### config.mk
export PLATFORM = sky130hd
export DESIGN_NAME = line_clear_engine
export DESIGN_NICKNAME = d
export VERILOG_FILES = /design/src/rtl/line_clear_engine.sv
export SDC_FILE = /design/constraint.sdc
export NUM_CORES = 1
export LEC_CHECK = 0
export ABC_CLOCK_PERIOD_IN_PS = 2700
export BUFFER_PORTS_ARGS = -buffer_cell sky130_fd_sc_hd__clkbuf_2
export CAP_MARGIN = 40
export CORE_AREA = 2 2 198 200
export CTS_CLUSTER_SIZE = 40
export DETAILED_ROUTE_END_ITERATION = 7
export DIE_AREA = 0 0 200 202
export GPL_TIMING_DRIVEN = 0
export PLACE_DENSITY_LB_ADDON = 0.12
export SYNTH_ARGS = -nofsm -noshare
export SYNTH_HDL_FRONTEND = slang
export SYNTH_SLANG_ARGS = --single-unit
export TNS_END_PERCENT = 10
### constraint.sdc
create_clock -name clk -period 2.7 [get_ports clk]
set_input_delay 0.135 -clock clk [delete_from_list [all_inputs] [get_ports clk]]
set_output_delay 0.135 -clock clk [all_outputs]
set_load 0.005 [all_outputs]
### src/rtl/line_clear_engine.sv
`default_nettype none
// +--------------------------------------------------------------------------+
// | line_clear_engine                                                         |
// | Scans the board bottom-up, compacts non-full rows downward through the    |
// | column RAMs and zero-fills the vacated rows at the top.                   |
// | Rev 1.0 - initial release                                                 |
// +--------------------------------------------------------------------------+
module line_clear_engine #(
    parameter int ROWS = 22,
    parameter int COLS = 10
) (
    input  logic                 clk,
    input  logic                 rst_n,
    input  logic                 start,
    output logic [4:0]           ram_row,
    input  logic [COLS*24-1:0]   rd_data,
    output logic [COLS*24-1:0]   wr_data,
    output logic [COLS-1:0]      we,
    output logic                 busy,
    output logic                 done,
    output logic [4:0]           lines,
    output logic [9:0]           total_lines
);

    localparam int         c_CELL_W = 24;
    localparam int         c_ROW_W  = COLS * c_CELL_W;
    localparam logic [4:0] c_BOTTOM = 5'(ROWS - 1);

    localparam logic [2:0] c_ST_IDLE  = 3'd0;
    localparam logic [2:0] c_ST_READ  = 3'd1;
    localparam logic [2:0] c_ST_WAIT  = 3'd2;
    localparam logic [2:0] c_ST_EVAL  = 3'd3;
    localparam logic [2:0] c_ST_WRITE = 3'd4;
    localparam logic [2:0] c_ST_FILL  = 3'd5;
    localparam logic [2:0] c_ST_DONE  = 3'd6;

    logic [2:0]         r_state, w_state_next;
    logic [4:0]         r_src, w_src_next;
    logic [4:0]         r_dst, w_dst_next;
    // One bit wider than the port so a fully cleared 32-row board still reads as non-zero.
    logic [5:0]         r_lines, w_lines_next;
    logic [9:0]         r_total;
    logic [c_ROW_W-1:0] r_row_buf;
    logic               w_latch;
    logic               w_src_step;
    logic [COLS-1:0]    w_cell_nz;
    logic               w_row_full;

    for (genvar i = 0; i < COLS; i++) begin : g_col
        assign w_cell_nz[i] = |rd_data[i*c_CELL_W +: c_CELL_W];
    end
    assign w_row_full = &w_cell_nz;

    always_ff @(posedge clk or negedge rst_n) begin
        if (!rst_n) begin
            r_state <= c_ST_IDLE;
        end else begin
            r_state <= w_state_next;
        end
    end

    always_ff @(posedge clk or negedge rst_n) begin
        if (!rst_n) begin
            r_src     <= '0;
            r_dst     <= '0;
            r_lines   <= '0;
            r_total   <= '0;
            r_row_buf <= '0;
        end else begin
            r_src   <= w_src_next;
            r_dst   <= w_dst_next;
            r_lines <= w_lines_next;
            if (w_latch) begin
                r_row_buf <= rd_data;
            end
            if (r_state == c_ST_DONE) begin
                r_total <= r_total + 10'(r_lines);
            end
        end
    end

    always_comb begin
        w_state_next = r_state;
        w_src_next   = r_src;
        w_dst_next   = r_dst;
        w_lines_next = r_lines;
        w_latch      = 1'b0;
        w_src_step   = 1'b0;
        case (r_state)
            c_ST_IDLE: begin
                if (start) begin
                    w_src_next   = c_BOTTOM;
                    w_dst_next   = c_BOTTOM;
                    w_lines_next = '0;
                    w_state_next = c_ST_READ;
                end
            end
            c_ST_READ: w_state_next = c_ST_WAIT;
            c_ST_WAIT: w_state_next = c_ST_EVAL;
            c_ST_EVAL: begin
                if (w_row_full) begin
                    w_lines_next = r_lines + 6'd1;
                    w_src_step   = 1'b1;
                end else if (r_src == r_dst) begin
                    w_dst_next = r_dst - 5'd1;
                    w_src_step = 1'b1;
                end else begin
                    w_latch      = 1'b1;
                    w_state_next = c_ST_WRITE;
                end
            end
            c_ST_WRITE: begin
                w_dst_next = r_dst - 5'd1;
                w_src_step = 1'b1;
            end
            c_ST_FILL: begin
                if (r_dst == 5'd0) begin
                    w_state_next = c_ST_DONE;
                end else begin
                    w_dst_next = r_dst - 5'd1;
                end
            end
            c_ST_DONE: w_state_next = c_ST_IDLE;
            default:   w_state_next = c_ST_IDLE;
        endcase
        // Shared source-row advance; the lines test sees this cycle's increment.
        if (w_src_step) begin
            if (r_src == 5'd0) begin
                w_state_next = (w_lines_next != 6'd0) ? c_ST_FILL : c_ST_DONE;
            end else begin
                w_src_next   = r_src - 5'd1;
                w_state_next = c_ST_READ;
            end
        end
    end

    always_comb begin
        ram_row = '0;
        wr_data = '0;
        we      = '0;
        case (r_state)
            // Address stays on src through EVAL so the RAM keeps presenting that row.
            c_ST_READ, c_ST_WAIT, c_ST_EVAL: ram_row = r_src;
            c_ST_WRITE: begin
                ram_row = r_dst;
                wr_data = r_row_buf;
                we      = '1;
            end
            c_ST_FILL: begin
                ram_row = r_dst;
                we      = '1;
            end
            default: ;
        endcase
    end

    assign busy        = (r_state != c_ST_IDLE);
    assign done        = (r_state == c_ST_DONE);
    assign lines       = r_lines[4:0];
    assign total_lines = r_total;

endmodule
`default_nettype wire

* Word-level counts from Yosys, hierarchy flattened *
Cells that the tools add are included.
Widths: inputs -> output; s select.

word-level totals
  bits in latches = 0
  ROM bits = 0
  word-level logic and storage cells = 76
  register bits = 269
  memory bits (writable) = 0
  memories kept = 0
  output and inout bits = 272
  bits of input ports = 243

operators by class
  reduce and logical (&&, ||, !) cells = 21
  mux-type cells = 29
  add/subtract/negate cells = 4
  bitwise gates (word level) = 0
  shift operators = 0
  magnitude comparators = 0
  divide/modulo/power cells = 0
  equality and inequality tests = 16
  multipliers = 0

operator list
  kind                 count
  $mux 240             1
  $reduce_or 24->1     10
  $mux 5               8
  $pmux 5 s4           1
  $mux 3               6
  $pmux 3 s6           1
  $mux 6               2
  $ne 3x3->1 const B   4
  $pmux 6 s2           1
  $add 10x6->10        1
  $logic_not 5->1      2
  $mux 10              1
  $ne 2x2->1 const B   5
  $pmux 5 s2           1
  $reduce_and 10->1    1
  $reduce_and 5->1     2
  $sub 5x1->5 const B  2
  $eq 3x3->1 const B   3
  $add 6x1->6 const B  1
  $eq 3x2->1 const B   2
  $reduce_bool 6->1    1
  $eq 5x5->1           1
  $mux 1               5
  $reduce_bool 4->1    1
  7 further kinds      7

* Longest topological paths before layout *
Gate-level depths: netlist of the first run.

  word-level depth = 8
  depth in mapped cells = 11
  mapped depth without buffers = 11

* Worst setup path after synthesis of the first run *
OpenSTA, ideal clock, no wires.

  path type = flip-flop to flip-flop
  start = register r_src[0]
  end = register r_state[0]
  stages on the path, launching flop included = 11
  buffers on the path = 0
  period minus slack after synthesis = 1.985 ns
  required time = 2.568 ns
  library setup time = 0.132 ns
  path slack = 0.715 ns
  arrival = 1.852 ns
  cell sequence = dfrtp_1 > inv_1 > ha_1 > inv_1 > or3_1 > nor2_1 > o21a_1 > nor3b_1 > mux2i_1 > a2111oi_1 > nor2_1

between the ends
  longest elaborated chain between the ends = 6
  elaborated cells between the ends (all ways) = 13
  classes of those cells = eq/ne (6); mux (5); reduce/logical (2)

ends and longest elaborated chain
  element                                                    line  RTL
  start: declaration                                         38    logic [4:0] r_src, w_src_next;
  start signal: assignment                                   70    r_src <= w_src_next;
  $eq 5x5->1                                                 104   end else if (r_src == r_dst) begin
  $mux 1                                                     104
  $mux 1                                                     101   if (w_row_full) begin
  $pmux 1 s2                                                 89    case (r_state)
  $ne 3x3->1 (no source line) or $ne 2x2->1 (tied branches)  -
  $reduce_and 5->1 (no source line)                          -
  end signal: assignment                                     56    r_state <= c_ST_IDLE;
  end signal: assignment                                     58    r_state <= w_state_next;
  end: declaration                                           37    logic [2:0] r_state, w_state_next;

Parallel ways exist; a longest one is shown, timed or not.
A chain may end at the register's enable or synchronous reset.

* Worst setup path in the final report of the first run *
  start = register r_state[1]
  end = output port wr_data[31]

between the ends
  longest elaborated chain between the ends = 2

ends and longest elaborated chain
  element           line  RTL
  $eq 3x3->1        141   case (r_state)
  $mux 240          141
  end: declaration  17    output logic [COLS*24-1:0] wr_data,

No other way between the ends.

==> out/metrics.sh, run 1 <==
HOLDCRITPATHCLASS='in2reg'
GRT_USE_TOTAL_PCT=21.73
CRITPATHMAXSTAGEDELAY_PS=350
MIN_PERIOD_OVER_PERIOD_PCT=97.64
HOLD_PATH.STARTPOINT='start'
CTS.PATH.MAX_BUFFERS=3
WORST_PIN_SLEW_PS=649.4
SYNTH_NETS=1328
POWER_REPORT.INTERNAL_TOTAL_mW=8.090
WORST_R2R_ENDPOINT='r_row_buf[95]$_DFFE_PN0P_'
DRIVE_GT1_SHARE_PCT=34.30
CORE-AREA_SQ_UM=38290
YOSYSUNIQUECELLTYPES=48
GRT_ANTENNA_BEFORE_REPAIR=0
DRT-VIAS-PER-INSTANCE=4.686
RESULT_OF_THE_RUN='complete, no violations'
BOUNDARYPINS=515
WORST-ENDPOINT-REQUIRED_PS=2570
ROUTE.DETAILED.WL_PER_INST_UM=18.25
IO_BUFFERS=514
HPWL_UM=33650
FIN_AREA_SQ_UM=19960
DOMINANTREGCELLSYNTH='sky130_fd_sc_hd__dfrtp_1'
CLOCKPOWERSHARE_PCT=40.7
SLEW_VIOL_FINAL=0
LAYOUT.CELLS.MOST_COMMON_LIST='sky130_fd_sc_hd__clkbuf_2 (516), sky130_fd_sc_hd__dfrtp_1 (269), sky130_fd_sc_hd__and2_1 (241), sky130_fd_sc_hd__dlygate4sd3_1 (241), sky130_fd_sc_hd__mux2_1 (240)'
SKEW_PS=21.88
POWERDENSITY_nW_PER_UM2=563.0
SW_FRAC_OF_TOTAL_PCT=28.00
START_KIND='flop'
AREA.GROWTH.SYNTH_TO_FINAL_PCT=53.96
WORST-ENDPOINT-ARRIVAL_PS=2500
SYNTH.AREA.TOP_CELLS='sky130_fd_sc_hd__dfrtp_1 (52%), sky130_fd_sc_hd__mux2_1 (21%), sky130_fd_sc_hd__and2_1 (12%)'
PIN_COUNT_OF_THE_BIGGEST_NET_ENTERING_GLOBAL_ROUTING=102
LAYOUT.NETS=2126
SEQ_POWER_SHARE_PCT=39.0
FINAL-HOLD-VIOLATION-COUNT=0
ROUTE.FINAL.WIRE_LENGTH_UM=44140
DRT-PASS1-ITER-COUNT=5
DETAILROUTE.VIA_COUNT=11330
CTS.CLK_SLEW.WORST_PATHS_PS=50
CTS_NUM_SINKS=269
FINALPOWER_mW=11.24
CRITPATHLAUNCH='r_state[1]$_DFFE_PN0P_'
RR_STARTPOINT='r_src[0]$_DFF_PN0_'
DRT-INITIAL-DRC-COUNT=334
LAYOUT_COMMONEST_CELL='sky130_fd_sc_hd__clkbuf_2'
YS_WARN_COUNT=0
DPL.CELL_COUNT=2112
MULTIINPUTGATEAREA_SQ_UM=5799
GR-USAGE-MET1_PCT=26.34
SETUP_REPAIR_AFTER_GLOBAL_ROUTING_MISSED_ITS_MARGIN='yes'
FIN_CRIT_PS=2636
CLK_ROOT_BUFFER_CELL='sky130_fd_sc_hd__clkbuf_16'
SLEW_HEADROOM_PCT=56.31
HOLDPATHEND='r_dst[3]$_DFFE_PN0P_'
DIE_W_UM=200
SYNTH.CELL_AREA_SQ_UM=12960
END_KIND='output port'
FINAL-SETUP-VIOL-COUNT=0
WORSTHOLDPATHCELLS=3
VDD_IR_DROP_MAX_V=0.0004704
YS_FF_LATCH=269
GLOBAL_ROUTING_MET2_RESOURCE_UTILIZATION_PCT=36.98
GRT_MOST_USED_LAYER='met2'
FMAXACHIEVABLE_MHz=379.3
DESIGN.DIE.AREA_SQ_UM=40400
DIE_BOUNDARY_HEIGHT_UM=202
SYNTHDOMINANTCELLAREASHARE_PCT=51.93
INSERTION_DELAY_PS=520
WIRE_LENGTH_OF_THE_FIRST_GLOBAL_ROUTING_PASS_UM=67880
FINAL.SETUP.TNS_PS=0
CLOCK_TREE.HTREE_LEVEL_COUNT=2
FIRST_GLOBAL_VIAS=12320
WORSTPATHCELLLIST='buf_2 > or2_1 > buf_2 > nor2_4 > buf_4 > buf_1 > and2_1 > clkbuf_2'
DRC=0
NUMBER_OF_BUFFERS_CREATED_BY_CTS=34
TIMING.CRITICAL_PATH.SLOWEST_STAGE_CELL='sky130_fd_sc_hd__dfrtp_1'
LAYOUT.CELLS.NON_FILLER=2418
GLOBAL_ROUTE.USAGE.MET3_PCT=5.640
POSTSYNTH.ASYNCRESETSHARE_PCT=100.0
PATH_COMMON_CELL='sky130_fd_sc_hd__buf_2'
ROW_COUNT=72
COMB_POWER_SHARE_PCT=20.3
SWITCHING_POWER_mW=3.146
SYNTH_EDF_COUNT=0
POWER_LEAKAGE_nW=10.80
PLACED_AREA_SQ_UM=16290
STORAGE_ELEMENT_AREA_SQ_UM=6731
POSTSYNTHAREAPERCELL_SQ_UM=12.07
DRT.ANTENNA.VIOLATING_NETS=0
DRV.MAX_CAP_VIOLATION_COUNT=0
POST_SYNTH_INST_COUNT=1074
R2R.WORST_PATH.CELLS=7
SEQ_AREA_FRAC_SYNTH_PCT=51.93
FINAL.FILL_COUNT=3539
CLOCK_TREE_FROM_TRITONCTS='built'
GRT_OVERFLOW_TOTAL=0
TIMING_WORST_SETUP_PATH_TYPE='reg2out'
SYNTH.LARGEST_AREA_CELL='sky130_fd_sc_hd__dfrtp_1'
GP_CONGESTION=0.8640
INITIAL_CORE_UTIL_PCT=33.86
R2R_SLACK_PS=380
CRITICAL_PATH_PEAK_FANOUT=10
-- synthesized netlist by cell type (4+ instances only) --
cell and number:
sky130_fd_sc_hd__buf_2 9, sky130_fd_sc_hd__inv_1 13, sky130_fd_sc_hd__mux2_1 240, sky130_fd_sc_hd__a32o_1 5, sky130_fd_sc_hd__nor2_1 21, sky130_fd_sc_hd__xor2_1 7
sky130_fd_sc_hd__ha_1 10, sky130_fd_sc_hd__dfrtp_1 269, sky130_fd_sc_hd__a21o_1 4, sky130_fd_sc_hd__a31oi_1 5, sky130_fd_sc_hd__nand3_1 7, sky130_fd_sc_hd__o21ai_0 9
sky130_fd_sc_hd__buf_4 34, sky130_fd_sc_hd__mux2i_1 8, sky130_fd_sc_hd__a21oi_1 5, sky130_fd_sc_hd__nand2_1 34, sky130_fd_sc_hd__nor4_1 64, sky130_fd_sc_hd__xnor2_1 10
sky130_fd_sc_hd__and2_1 241, sky130_fd_sc_hd__nand4_1 7, sky130_fd_sc_hd__clkbuf_1 29
-- power by group through the flow --
stage / registers (mW) / logic [mW] / clock network [mW]
2_1_floorplan: 4.40 / 1.06 / 0
3_3_place_gp: 4.45 / 1.89 / 0
3_5_place_dp: 4.45 / 1.94 / 0
4_1_cts: 4.38 / 2.27 / 4.73
5_1_grt: 4.41 / 2.58 / 4.87
6_report: 4.38 / 2.29 / 4.57
-- layer usage --
| layer | wire length [um] | part of all wire [%] | vias up |
|---|---|---|---|
| met1 | 18310 | 41 | 5577 |
| met4 | 1462 | 3.3 | 0 |
| met5 | 0 | 0 | - |
| li1 | - | - | 5327 |
| met2 | 21600 | 49 | 346 |
| met3 | 2762 | 6.3 | 81 |
-- kinds of logic after synthesis --
logic type               after synthesis  share of synthesized area, %
AO/OA/AOI/OAI                         43                         2.220
XOR/XNOR                              17                         1.149
adder cells (fa/ha/maj)               11                         1.120
buffers and inverters                 86                         3.561
flip-flops                           269                         51.93
multiplexers                         248                         21.47
AND/OR/NAND/NOR                      400                         18.56
-- worst max-delay path: cells and delay by family (launching register included) --
kind          cells  cell delay [ps]
buf+inv           5             1020
simple gates      3              620
flops             1              350
-- flip-flops by register name, summed over array words and instances, names as in the netlist --
signal / flops
r_row_buf: 240
r_state: 3
r_dst: 5
r_src: 5
r_lines: 6
total_lines: 10
-- area by class of cell --
| class | count | share of cell area (%) |
|---|---|---|
| diodes | 2 | 0.02508 |
| plain buffers | 72 | 2.432 |
| clock buffers | 56 | 5.397 |
| clock inverters | 6 | 0.2946 |
| inverters | 14 | 0.2633 |
| multi-input cells | 719 | 29.06 |
| flip-flops and latches | 269 | 33.73 |
| well taps | 518 | 3.247 |
| repair buffers | 762 | 25.56 |
-- how the worst max path moves through the flow --
stage / to / slack (ps) / depth (start not counted)
floorplan: r_state[0]$_DFFE_PN0P_ / 720 / 10
global placement: r_row_buf[140]$_DFFE_PN0P_ / -4670 / 1
detailed placement: r_row_buf[64]$_DFFE_PN0P_ / -530 / 10
CTS: wr_data[181] / -30 / 9
global route: wr_data[48] / -60 / 8
finish: wr_data[31] / 60 / 8
-- timing repair --
item,in CTS,in global routing
hold endpoints to repair,310,0
gates resized for setup,30,52
pin swaps,0,1
setup buffers,0,1
hold buffers,241,0
cloned,0,0
endpoints found under the setup margin,240,419
-- metrics by stage --
| stage | hold slack [ps] | util, % | worst slack [ps] |
|---|---|---|---|
| 2_1_floorplan | -160.6 | - | 715.5 |
| 3_3_place_gp | 365.2 | 42.27 | -4670 |
| 5_1_grt | 60.75 | 52.12 | -63.77 |
| 4_1_cts | 29.89 | 51.95 | -25.57 |
| 6_report | 59.93 | 52.13 | 63.82 |
| 3_5_place_dp | 215.4 | 42.55 | -530.0 |
(Power assumes the default switching activity.)
==> inputs of run 2 (changes only) <==
Settings changed: ABC_CLOCK_PERIOD_IN_PS 2700 to 2490, GPL_TIMING_DRIVEN 0 to 1.
Clock period 2.7 ns to 2.49 ns, I/O delays scaled along.
==> out/metrics.sh, run 2 (synthesis gave the netlist of run 1 again) <==
RESULT_OF_THE_RUN='complete, no violations'
CLK_ROOT_BUFFER_CELL='sky130_fd_sc_hd__clkbuf_16'
SLEW_HEADROOM_PCT=61.46  # +5.1 points
FIN_CRIT_PS=2354
CTS.PATH.MAX_BUFFERS=3  # unchanged
FINALPOWER_mW=11.70  # +4.1%
PIN_COUNT_OF_THE_BIGGEST_NET_ENTERING_GLOBAL_ROUTING=96  # -5.9%
CRITPATHMAXSTAGEDELAY_PS=380  # +30 ps
DETAILROUTE.VIA_COUNT=11220  # -0.96%
SLEW_VIOL_FINAL=0  # unchanged
DIE_W_UM=200  # unchanged
INSERTEDDIODECOUNT=0  # -2
IO_BUFFERS=514  # unchanged
FMAXACHIEVABLE_MHz=424.9
MIN_PERIOD_OVER_PERIOD_PCT=94.52
FINAL-HOLD-VIOLATION-COUNT=0  # unchanged
LAYOUT.NETS=2081  # -2.1%
DIE_BOUNDARY_HEIGHT_UM=202  # unchanged
WORST_R2R_ENDPOINT='r_row_buf[183]$_DFFE_PN0P_'
DRC=0  # unchanged
LAYOUT.CELLS.MOST_COMMON_LIST='sky130_fd_sc_hd__clkbuf_2 (513), sky130_fd_sc_hd__dfrtp_1 (269), sky130_fd_sc_hd__dlygate4sd3_1 (242)'
DRIVE_GT1_SHARE_PCT=33.15  # -1.1 points
GRT_ANTENNA_BEFORE_REPAIR=0  # unchanged
LARGEST_REGISTER='r_row_buf'
NUMBER_OF_BUFFERS_CREATED_BY_CTS=31  # -8.8%
FIN_AREA_SQ_UM=19710  # -1.3%
WORST_PIN_SLEW_PS=572.9  # -76.50 ps
GRT_OVERFLOW_TOTAL=0  # unchanged
FINAL-SETUP-VIOL-COUNT=0  # unchanged
LAYOUT_COMMONEST_CELL='sky130_fd_sc_hd__clkbuf_2'
FIRST_GLOBAL_VIAS=11800  # -4.2%
CRITICAL_PATH_PEAK_FANOUT=58  # +48
DRT-INITIAL-DRC-COUNT=392  # +17%
DESIGN.DIE.AREA_SQ_UM=40400  # unchanged
R2R.WORST_PATH.CELLS=6  # -1
CTS.CLK_SLEW.WORST_PATHS_PS=60  # about the same
GP_CONGESTION=0.8289  # -4.1%
SETUP_REPAIR_AFTER_GLOBAL_ROUTING_MISSED_ITS_MARGIN='no'
RR_STARTPOINT='r_src[0]$_DFF_PN0_'
MULTIINPUTGATEAREA_SQ_UM=5827  # +0.47%
FINAL.FILL_COUNT=3442  # -2.7%
LARGEST_REG_FLOPS=240  # unchanged
WIRE_LENGTH_OF_THE_FIRST_GLOBAL_ROUTING_PASS_UM=66500  # -2.0%
R2R_SLACK_PS=190  # -190 ps
DRT-PASS1-ITER-COUNT=4  # -1
INITIAL_CORE_UTIL_PCT=33.86  # unchanged
SKEW_PS=16.48  # -5.395 ps
DRT-VIAS-PER-INSTANCE=4.735  # +1.0%
PATH_BUF_INV=3  # -2
TIMING_WORST_SETUP_PATH_TYPE='reg2out'
ROW_COUNT=72  # unchanged
TIMING.CRITICAL_PATH.SLOWEST_STAGE_CELL='sky130_fd_sc_hd__dfrtp_1'
WORST-ENDPOINT-ARRIVAL_PS=2230  # -270 ps
END_KIND='output port'
FINAL.HOLD.WORST_SLACK_PS=106.0  # +46.02 ps
POWER_LEAKAGE_nW=10.61  # -1.8%
GRT_USE_TOTAL_PCT=21.17  # -0.57 points
AREA.GROWTH.SYNTH_TO_FINAL_PCT=52.00
HPWL_UM=31100  # -7.6%
HOLDCRITPATHCLASS='in2async'
CLOCK_TREE.HTREE_LEVEL_COUNT=1  # -1
ROUTE.DETAILED.WL_PER_INST_UM=18.34  # +0.50%
DRT.ANTENNA.VIOLATING_NETS=0  # unchanged
PLACED_AREA_SQ_UM=16170  # -0.75%
START_KIND='flop'
BOUNDARYPINS=515  # unchanged
WORSTPATHCELLLIST='or2_4 > nor2_4 > buf_12 > bufbuf_16 > and2_1 > clkbuf_2'
DRV.MAX_CAP_VIOLATION_COUNT=0  # unchanged
CTS_NUM_SINKS=269  # unchanged
CORE-AREA_SQ_UM=38290  # unchanged
WORST-ENDPOINT-REQUIRED_PS=2370  # -200 ps
ROUTE.FINAL.WIRE_LENGTH_UM=43480  # -1.5%
INSERTION_DELAY_PS=570  # +50 ps
CLOCK_TREE_FROM_TRITONCTS='built'
STORAGE_ELEMENT_AREA_SQ_UM=6731  # unchanged
POWERDENSITY_nW_PER_UM2=593.8  # +5.5%
TIMING.CRITICAL_PATH.MAX_DELAY_FAMILY='buffers and inverters'
VDD_IR_DROP_MAX_V=0.0005797  # +23%
[run 2: routing by layer]
metal / global-route usage [%] / wire (um)
met5: 0 / 0
met4: 7.090 / 1606
met1: 24.96 / 17290
met2: 37.56 / 22100
met3: 4.956 / 2479
[run 2: area by class of cell]
| cell class | instances | area share (%) |
|---|---|---|
| clock buffers | 51 | 4.623 |
| repair buffers | 792 | 27.61 |
| inverters | 14 | 0.2667 |
| multi-input cells | 719 | 29.57 |
| well taps | 518 | 3.289 |
| flip-flops and latches | 269 | 34.16 |
| clock inverters | 7 | 0.4826 |
[run 2: per-stage QoR]
stage / setup TNS (ps) / util [%] / cells / setup WS, ps
floorplan: 0 / - / 1074 / 505.5
global placement: -25250 / 42.23 / 2068 / -138.6
detailed placement: -40560 / 42.23 / 2068 / -211.8
CTS: 0 / 51.34 / 2370 / 5.420
global route: 0 / 51.47 / 2370 / 27.68
finish: 0 / 51.47 / 2370 / 136.4
[run 2: timing repair]
item / 4_1_cts / 5_1_grt
cloned: 1 / 0
resized for setup: 1 / 10
endpoints found under the hold margin: 464 / 0
pin swaps: 1 / 0
hold buffers: 242 / 0
setup buffers: 1 / 0
endpoints found under the setup margin: 8 / 382
[run 2: how the worst max path moves through the flow]
stage	from	depth (start not counted)	to	slack, ps
after floorplan	r_src[0]$_DFF_PN0_	10	r_state[0]$_DFFE_PN0P_	510
final	r_state[1]$_DFFE_PN0P_	6	wr_data[219]	140
after CTS	r_state[1]$_DFFE_PN0P_	6	wr_data[167]	5
after global routing	r_src[0]$_DFF_PN0_	10	r_state[0]$_DFFE_PN0P_	30
after detailed placement	rd_data[91]	10	r_row_buf[206]$_DFFE_PN0P_	-210
after global placement	rd_data[91]	10	r_row_buf[189]$_DFFE_PN0P_	-140
[run 2: report_power, final]
group | switching (mW) | total (mW) | internal (mW)
clock network | 1.84 | 4.53 | 2.69
registers | 0.214 | 4.75 | 4.54
logic | 1.29 | 2.42 | 1.12
